===== config.mk =====
export PLATFORM = sky130hd
export DESIGN_NAME = chacha20_stream_xor_flat
export DESIGN_NICKNAME = d
export VERILOG_FILES = /design/src/rtl/chacha20_stream_xor_if.sv /design/src/rtl/chacha20_stream_xor.sv /design/src/flat_wrapper.sv
export SDC_FILE = /design/constraint.sdc
export NUM_CORES = 2
export LEC_CHECK = 0
export ABC_AREA = 1
export ABC_CLOCK_PERIOD_IN_PS = 4650
export CORE_AREA = 5 5 589 591
export DETAILED_ROUTE_END_ITERATION = 10
export DIE_AREA = 0 0 594 596
export GPL_ROUTABILITY_DRIVEN = 0
export SLEW_MARGIN = 20
export SYNTH_ARGS = -nofsm -noshare
export SYNTH_HDL_FRONTEND = slang
export SYNTH_SLANG_ARGS = --single-unit

===== constraint.sdc =====
create_clock -name clk -period 4.65 [get_ports clk]
set_clock_uncertainty 0.2 [all_clocks]
set_input_delay 1.1625 -clock clk [delete_from_list [all_inputs] [get_ports clk]]
set_output_delay 1.1625 -clock clk [all_outputs]
set_load 0.1 [all_outputs]

===== src/rtl/chacha20_stream_xor_if.sv =====
// ============================================================================
// Module      : chacha20_stream_xor_if
// Description : Valid/ready data stream in and out of chacha20_stream_xor.
// Revision    : 1.0 - initial release
// ============================================================================
`default_nettype none

interface chacha20_stream_xor_if;
    logic        in_valid;
    logic [31:0] in_data;
    logic        in_ready;
    logic        out_valid;
    logic [31:0] out_data;
    logic        out_ready;

    modport master (
        output in_valid,
        output in_data,
        output out_ready,
        input  in_ready,
        input  out_valid,
        input  out_data
    );

    modport slave (
        input  in_valid,
        input  in_data,
        input  out_ready,
        output in_ready,
        output out_valid,
        output out_data
    );
endinterface

`default_nettype wire


===== src/rtl/chacha20_stream_xor.sv =====
// ============================================================================
// Module      : chacha20_stream_xor
// Description : Requests ChaCha20 keystream blocks from an external core and
//               XORs them word-by-word into a valid/ready data stream.
// Revision    : 1.0 - initial release
// ============================================================================
`default_nettype none

module chacha20_stream_xor (
    input  logic                 clk,
    input  logic                 rst_n,
    input  logic                 init,
    input  logic [255:0]         key,
    input  logic [95:0]          nonce,
    input  logic [31:0]          ctr_init,
    chacha20_stream_xor_if.slave sif,
    output logic                 core_start,
    output logic [31:0]          core_state_in [0:15],
    input  logic                 core_done,
    input  logic [31:0]          core_state_out [0:15],
    output logic [31:0]          blk_ctr,
    output logic                 busy,
    output logic                 ctr_exhausted
);

    typedef enum logic [2:0] {
        S_IDLE      = 3'd0,
        S_REQ       = 3'd1,
        S_WAIT      = 3'd2,
        S_STREAM    = 3'd3,
        S_EXHAUSTED = 3'd4
    } state_t;

    localparam logic [31:0] c_sigma [0:3] = '{32'h61707865, 32'h3320646e,
                                              32'h79622d32, 32'h6b206574};

    state_t        r_state;
    state_t        w_next;
    logic [255:0]  r_key;
    logic [95:0]   r_nonce;
    logic [31:0]   r_blk_ctr;
    logic [31:0]   r_ks [0:15];
    logic [3:0]    r_idx;
    logic          r_out_valid;
    logic [31:0]   r_out_data;
    logic          r_exhausted;
    logic          r_discard;
    logic          w_in_ready;
    logic          w_accept;
    logic          w_capture;

    assign w_in_ready = (r_state == S_STREAM) && (!r_out_valid || sif.out_ready);
    // init takes priority, so a word offered in the init cycle is dropped
    assign w_accept   = sif.in_valid && w_in_ready && !init;
    assign w_capture  = (r_state == S_WAIT) && core_done && !r_discard && !init;
    // A stale done level from the previous block must fall before a new start
    assign core_start = (r_state == S_REQ) && !core_done && !r_discard && !init;

    assign sif.in_ready  = w_in_ready;
    assign sif.out_valid = r_out_valid;
    assign sif.out_data  = r_out_data;
    assign blk_ctr       = r_blk_ctr;
    assign busy          = (r_state == S_REQ) || (r_state == S_WAIT);
    assign ctr_exhausted = r_exhausted;

    always_comb begin
        for (int i = 0; i < 4; i++) begin
            core_state_in[i] = c_sigma[i];
        end
        for (int i = 0; i < 8; i++) begin
            core_state_in[4+i] = r_key[32*i +: 32];
        end
        core_state_in[12] = r_blk_ctr;
        for (int j = 0; j < 3; j++) begin
            core_state_in[13+j] = r_nonce[32*j +: 32];
        end
    end

    always_comb begin
        w_next = r_state;
        if (init) begin
            w_next = S_REQ;
        end else begin
            case (r_state)
                S_IDLE:      w_next = S_IDLE;
                S_REQ:       if (core_start) w_next = S_WAIT;
                S_WAIT:      if (w_capture) w_next = S_STREAM;
                S_STREAM: begin
                    if (w_accept && (r_idx == 4'd15)) begin
                        w_next = r_exhausted ? S_EXHAUSTED : S_REQ;
                    end
                end
                S_EXHAUSTED: w_next = S_EXHAUSTED;
                default:     w_next = S_IDLE;
            endcase
        end
    end

    always_ff @(posedge clk or negedge rst_n) begin
        if (!rst_n) begin
            r_state     <= S_IDLE;
            r_key       <= '0;
            r_nonce     <= '0;
            r_blk_ctr   <= '0;
            for (int i = 0; i < 16; i++) begin
                r_ks[i] <= '0;
            end
            r_idx       <= '0;
            r_out_valid <= 1'b0;
            r_out_data  <= '0;
            r_exhausted <= 1'b0;
            r_discard   <= 1'b0;
        end else begin
            r_state <= w_next;
            if (init) begin
                r_key       <= key;
                r_nonce     <= nonce;
                r_blk_ctr   <= ctr_init;
                r_exhausted <= 1'b0;
                r_out_valid <= 1'b0;
                r_idx       <= '0;
                // The block in flight belongs to the old key; skip its done
                if ((r_state == S_WAIT) && !core_done) begin
                    r_discard <= 1'b1;
                end
            end else begin
                if (r_discard && core_done) begin
                    r_discard <= 1'b0;
                end
                if (w_capture) begin
                    for (int i = 0; i < 16; i++) begin
                        r_ks[i] <= core_state_out[i];
                    end
                    r_idx <= '0;
                    if (&r_blk_ctr) begin
                        r_exhausted <= 1'b1;
                    end else begin
                        r_blk_ctr <= r_blk_ctr + 32'd1;
                    end
                end
                if (w_accept) begin
                    r_out_data  <= sif.in_data ^ r_ks[r_idx];
                    r_out_valid <= 1'b1;
                    r_idx       <= r_idx + 4'd1;
                end else if (r_out_valid && sif.out_ready) begin
                    r_out_valid <= 1'b0;
                end
            end
        end
    end

endmodule

`default_nettype wire


===== src/flat_wrapper.sv =====
// flat-port wrapper written by rule: the top's interface ports become plain ports
module chacha20_stream_xor_flat 
  (clk, rst_n, init, key, nonce, ctr_init, core_start, core_state_in, core_done, core_state_out, blk_ctr, busy, ctr_exhausted, sif_in_valid, sif_in_data, sif_out_ready, sif_in_ready, sif_out_valid, sif_out_data);
  chacha20_stream_xor_if sif_i ();
  input  logic clk;
  input  logic rst_n;
  input  logic init;
  input  logic [255:0] key;
  input  logic [95:0] nonce;
  input  logic [31:0] ctr_init;
  output logic core_start;
  output logic [31:0] core_state_in[0:15];
  input  logic core_done;
  input  logic [31:0] core_state_out[0:15];
  output logic [31:0] blk_ctr;
  output logic busy;
  output logic ctr_exhausted;
  input wire logic [$bits(sif_i.in_valid)-1:0] sif_in_valid;
  input wire logic [$bits(sif_i.in_data)-1:0] sif_in_data;
  input wire logic [$bits(sif_i.out_ready)-1:0] sif_out_ready;
  output wire logic [$bits(sif_i.in_ready)-1:0] sif_in_ready;
  output wire logic [$bits(sif_i.out_valid)-1:0] sif_out_valid;
  output wire logic [$bits(sif_i.out_data)-1:0] sif_out_data;
  assign sif_i.in_valid = sif_in_valid;
  assign sif_i.in_data = sif_in_data;
  assign sif_i.out_ready = sif_out_ready;
  assign sif_in_ready = sif_i.in_ready;
  assign sif_out_valid = sif_i.out_valid;
  assign sif_out_data = sif_i.out_data;
  chacha20_stream_xor u_core (.clk(clk), .rst_n(rst_n), .init(init), .key(key), .nonce(nonce), .ctr_init(ctr_init), .sif(sif_i), .core_start(core_start), .core_state_in(core_state_in), .core_done(core_done), .core_state_out(core_state_out), .blk_ctr(blk_ctr), .busy(busy), .ctr_exhausted(ctr_exhausted));
endmodule

==> results_dict.tcl <==
set metrics [dict create \
    die_area_um2 354000 \
    clockRootBuffer "clkbuf_16" \
    peakVddDrop_v 0.000342 \
    synth.most_common_cell "nand2_1" \
    routed.top_layer "met5" \
    ctsHoldBuffers 0 \
    status "finished, final reports clean" \
    syn_area_um2 43600 \
    yosysTopAreaCellShare 0.539 \
    critPathMaxStageDelay_ns 1.29 \
    pre_cts_ws_ns 0.890 \
    dr_wl_met3_um 42200 \
    n_fill_cell 38300 \
    grt_pass1_wl_um 388000 \
    hold_violations 0 \
    synth_ff_type "dfrtp_1" \
    grt_max_degree 183 \
    synth_fa_ha_area_frac 0.000574 \
    slew_viol_final 0 \
    cts_buffers 123 \
    clk_latency_ns 0.87 \
    critPathKind "reg2out" \
    die_x_um 594 \
    htree_num_levels 3 \
    cellPowerDensity_nw_per_um2 538 \
    placement_rows 215 \
    overflow 0 \
    synth_edf_count 0 \
    max_clock_freq_ghz 0.247 \
    rsz0062_at_grt "false" \
    cp-end-kind "output pin" \
    multi_input_area_um2 15700 \
    wl_met2_um 127000 \
    grt_pass1_vias 40900 \
    yosys-top-cells-count "nand2_1 (2450), dfrtp_1 (938), inv_1 (569)" \
    fin_crit_sh 0.872 \
    relSlewSlack 0.0947 \
    post_cts_resized 0 \
    arrival_ns 2.69 \
    place.port_buffers 1386 \
    synth-async-reset-ratio 1.00 \
    synthXorXnorAreaFrac 0.00181 \
    finalNetCount 7812 \
    synth_compound_gate_area_share 0.0645 \
    yosys_register_bits 938 \
    hp-class "in2async" \
    yosys.area.top_type "dfrtp_1" \
    post_cts_buffers 0 \
    critical_path.top_delay_family "buffers and inverters" \
    vias 43200 \
    viasPerCell 3.73 \
    final_area_um2 65900 \
    area_growth_pct 51.2 \
    synth_warnings 0 \
    core_um2 341000 \
    synth_top_family_by_area "simple AND/OR/NAND/NOR gates" \
    start_kind "register" \
    drt_iter0_markers 4149 \
    synthSimpleGateAreaFrac 0.283 \
    cts.sinks 938 \
    drt_pass1_iterations 5 \
    syn_inst 5636 \
    initial_core_util 0.128 \
    ys_types 37 \
    wl_per_cell_um 25.8 \
    drive_above_1_share 0.0652 \
    fin_tns_setup_ns 0 \
    worst_slew_pin_slew_ns 1.36 \
    p_leak_nw 30.0 \
    required_ns 3.29 \
    io_pins 1515 \
    hpwlAfterDp_um 244000 \
    critPathMaxFanout 7 \
    regArea_um2 23500 \
    path_cells "clkdlybuf4s50_1" \
    synthMuxAreaShare 0 \
    grtUsageTotal 0.161 \
    synth_area_leaders "dfrtp_1 (54%), nand2_1 (21%), nand3_1 (6.1%), o21ai_0 (4.9%), inv_1 (4.9%)" \
    met1Wirelength_um 120000 \
    ant_nets 0 \
    place_area_um2 61600 \
    crit_buf_inv 1 \
    antenna_found_initial 293 \
    fin_ws_ns 0.597 \
    crit_path_top_delay_cell "clkdlybuf4s50_1" \
    drcViolationCount 0 \
    cap_viol_max_count 0 \
    clk_pin_slew_ns 0.06 \
    clockBufferDepth 4 \
    tritoncts "built" \
    routed_wl_um 299000 \
    synth_seq_area_share 0.539 \
    finalSetupViolCount 0 \
    die_y_um 596 \
    syn_avg_cell_area_um2 7.73 \
    final.min_clock_period_ns 4.05 \
]
## final cells by class
class	count	area share
Antenna cell	66	0.00251
Clock buffer	171	0.0529
Clock inverter	52	0.0102
Inverter	574	0.0331
Multi-Input combinational cell	3773	0.239
Sequential cell	938	0.356
Tap cell	4557	0.0865
Timing Repair Buffer	1466	0.220
## layout by cell type, fill, tap and decap left out, types with 10 or more instances in the layout
master,netlist,layout
buf_12,0,34
buf_2,116,28
buf_4,193,160
bufinv_16,0,11
clkbuf_1,138,25
clkbuf_16,0,123
clkbuf_8,0,23
clkdlybuf4s50_1,0,1240
clkinv_2,0,16
clkinv_4,0,10
conb_1,2,128
dfrtp_1,938,934
diode_2,0,66
inv_1,569,564
nand2_1,2450,2449
nand3_1,534,534
nor2_1,67,67
o21ai_0,427,427
o21ai_1,113,113
## where the power goes
part / total (mW) / internal [mW] / switching (mW)
clock network: 10.0 / 5.85 / 4.20
logic: 13.5 / 3.60 / 9.85
registers: 11.9 / 10.9 / 1.07
total: 35.4 / 20.3 / 15.1
## path summary, 6_finish.rpt
check / from / depth (start not counted) / slack (ns) / to
setup / recovery: u_core.blk_ctr[9] / 1 / 0.60 / core_state_in[105]
hold / removal: rst_n / 1 / 0.13 / u_core.r_ks[359]
setup reg to reg: u_core.r_idx[0] / 8 / 1.21 / u_core.sif.out_data[15]
hold reg to reg: u_core.r_key[232] / 2 / 0.27 / u_core.r_key[232]
max in group asynchronous: rst_n / 3 / 2.97 / u_core.blk_ctr[8]
min in group clk: u_core.r_key[232] / 2 / 0.27 / u_core.r_key[232]
## metal layers
metal	track usage	vias up
met5	0	-
met4	0.0430	140
met3	0.0908	609
met2	0.242	2272
met1	0.198	20600
li1	-	19600
## cell families (layout without fill, tap and decap cells)
| kind of cell | count (synthesis) | after routing |
|---|---|---|
| fa+ha+maj | 2 | 2 |
| flops | 938 | 938 |
| simple gates | 3078 | 3078 |
| compound gates | 556 | 556 |
| buf+inv | 1051 | 2263 |
| xor+xnor | 9 | 9 |
| other cells | 2 | 194 |
## sequential cells by signal, summed over array words and instances (netlist names)
name / flops
u_core.r_ks: 512
u_core.r_key: 256
u_core.r_nonce: 96
u_core.blk_ctr: 32
u_core.sif.out_data: 32
u_core.r_idx: 4
u_core.r_state: 3
u_core.ctr_exhausted: 1
u_core.r_discard: 1
u_core.sif.out_valid: 1
## stage by stage
stage          total power [mW]  hold slack (ns)  std cells  utilization
4_1_cts                    36.0           0.0698      11500        0.193
3_3_place_gp               25.5            0.253      11300        0.181
5_1_grt                    37.4            0.114      11600        0.193
6_report                   35.4            0.135      11600        0.193
3_5_place_dp               25.6            0.257      11300        0.181
2_1_floorplan              20.8            0.242       5762            -
(Power assumes the default switching activity.)
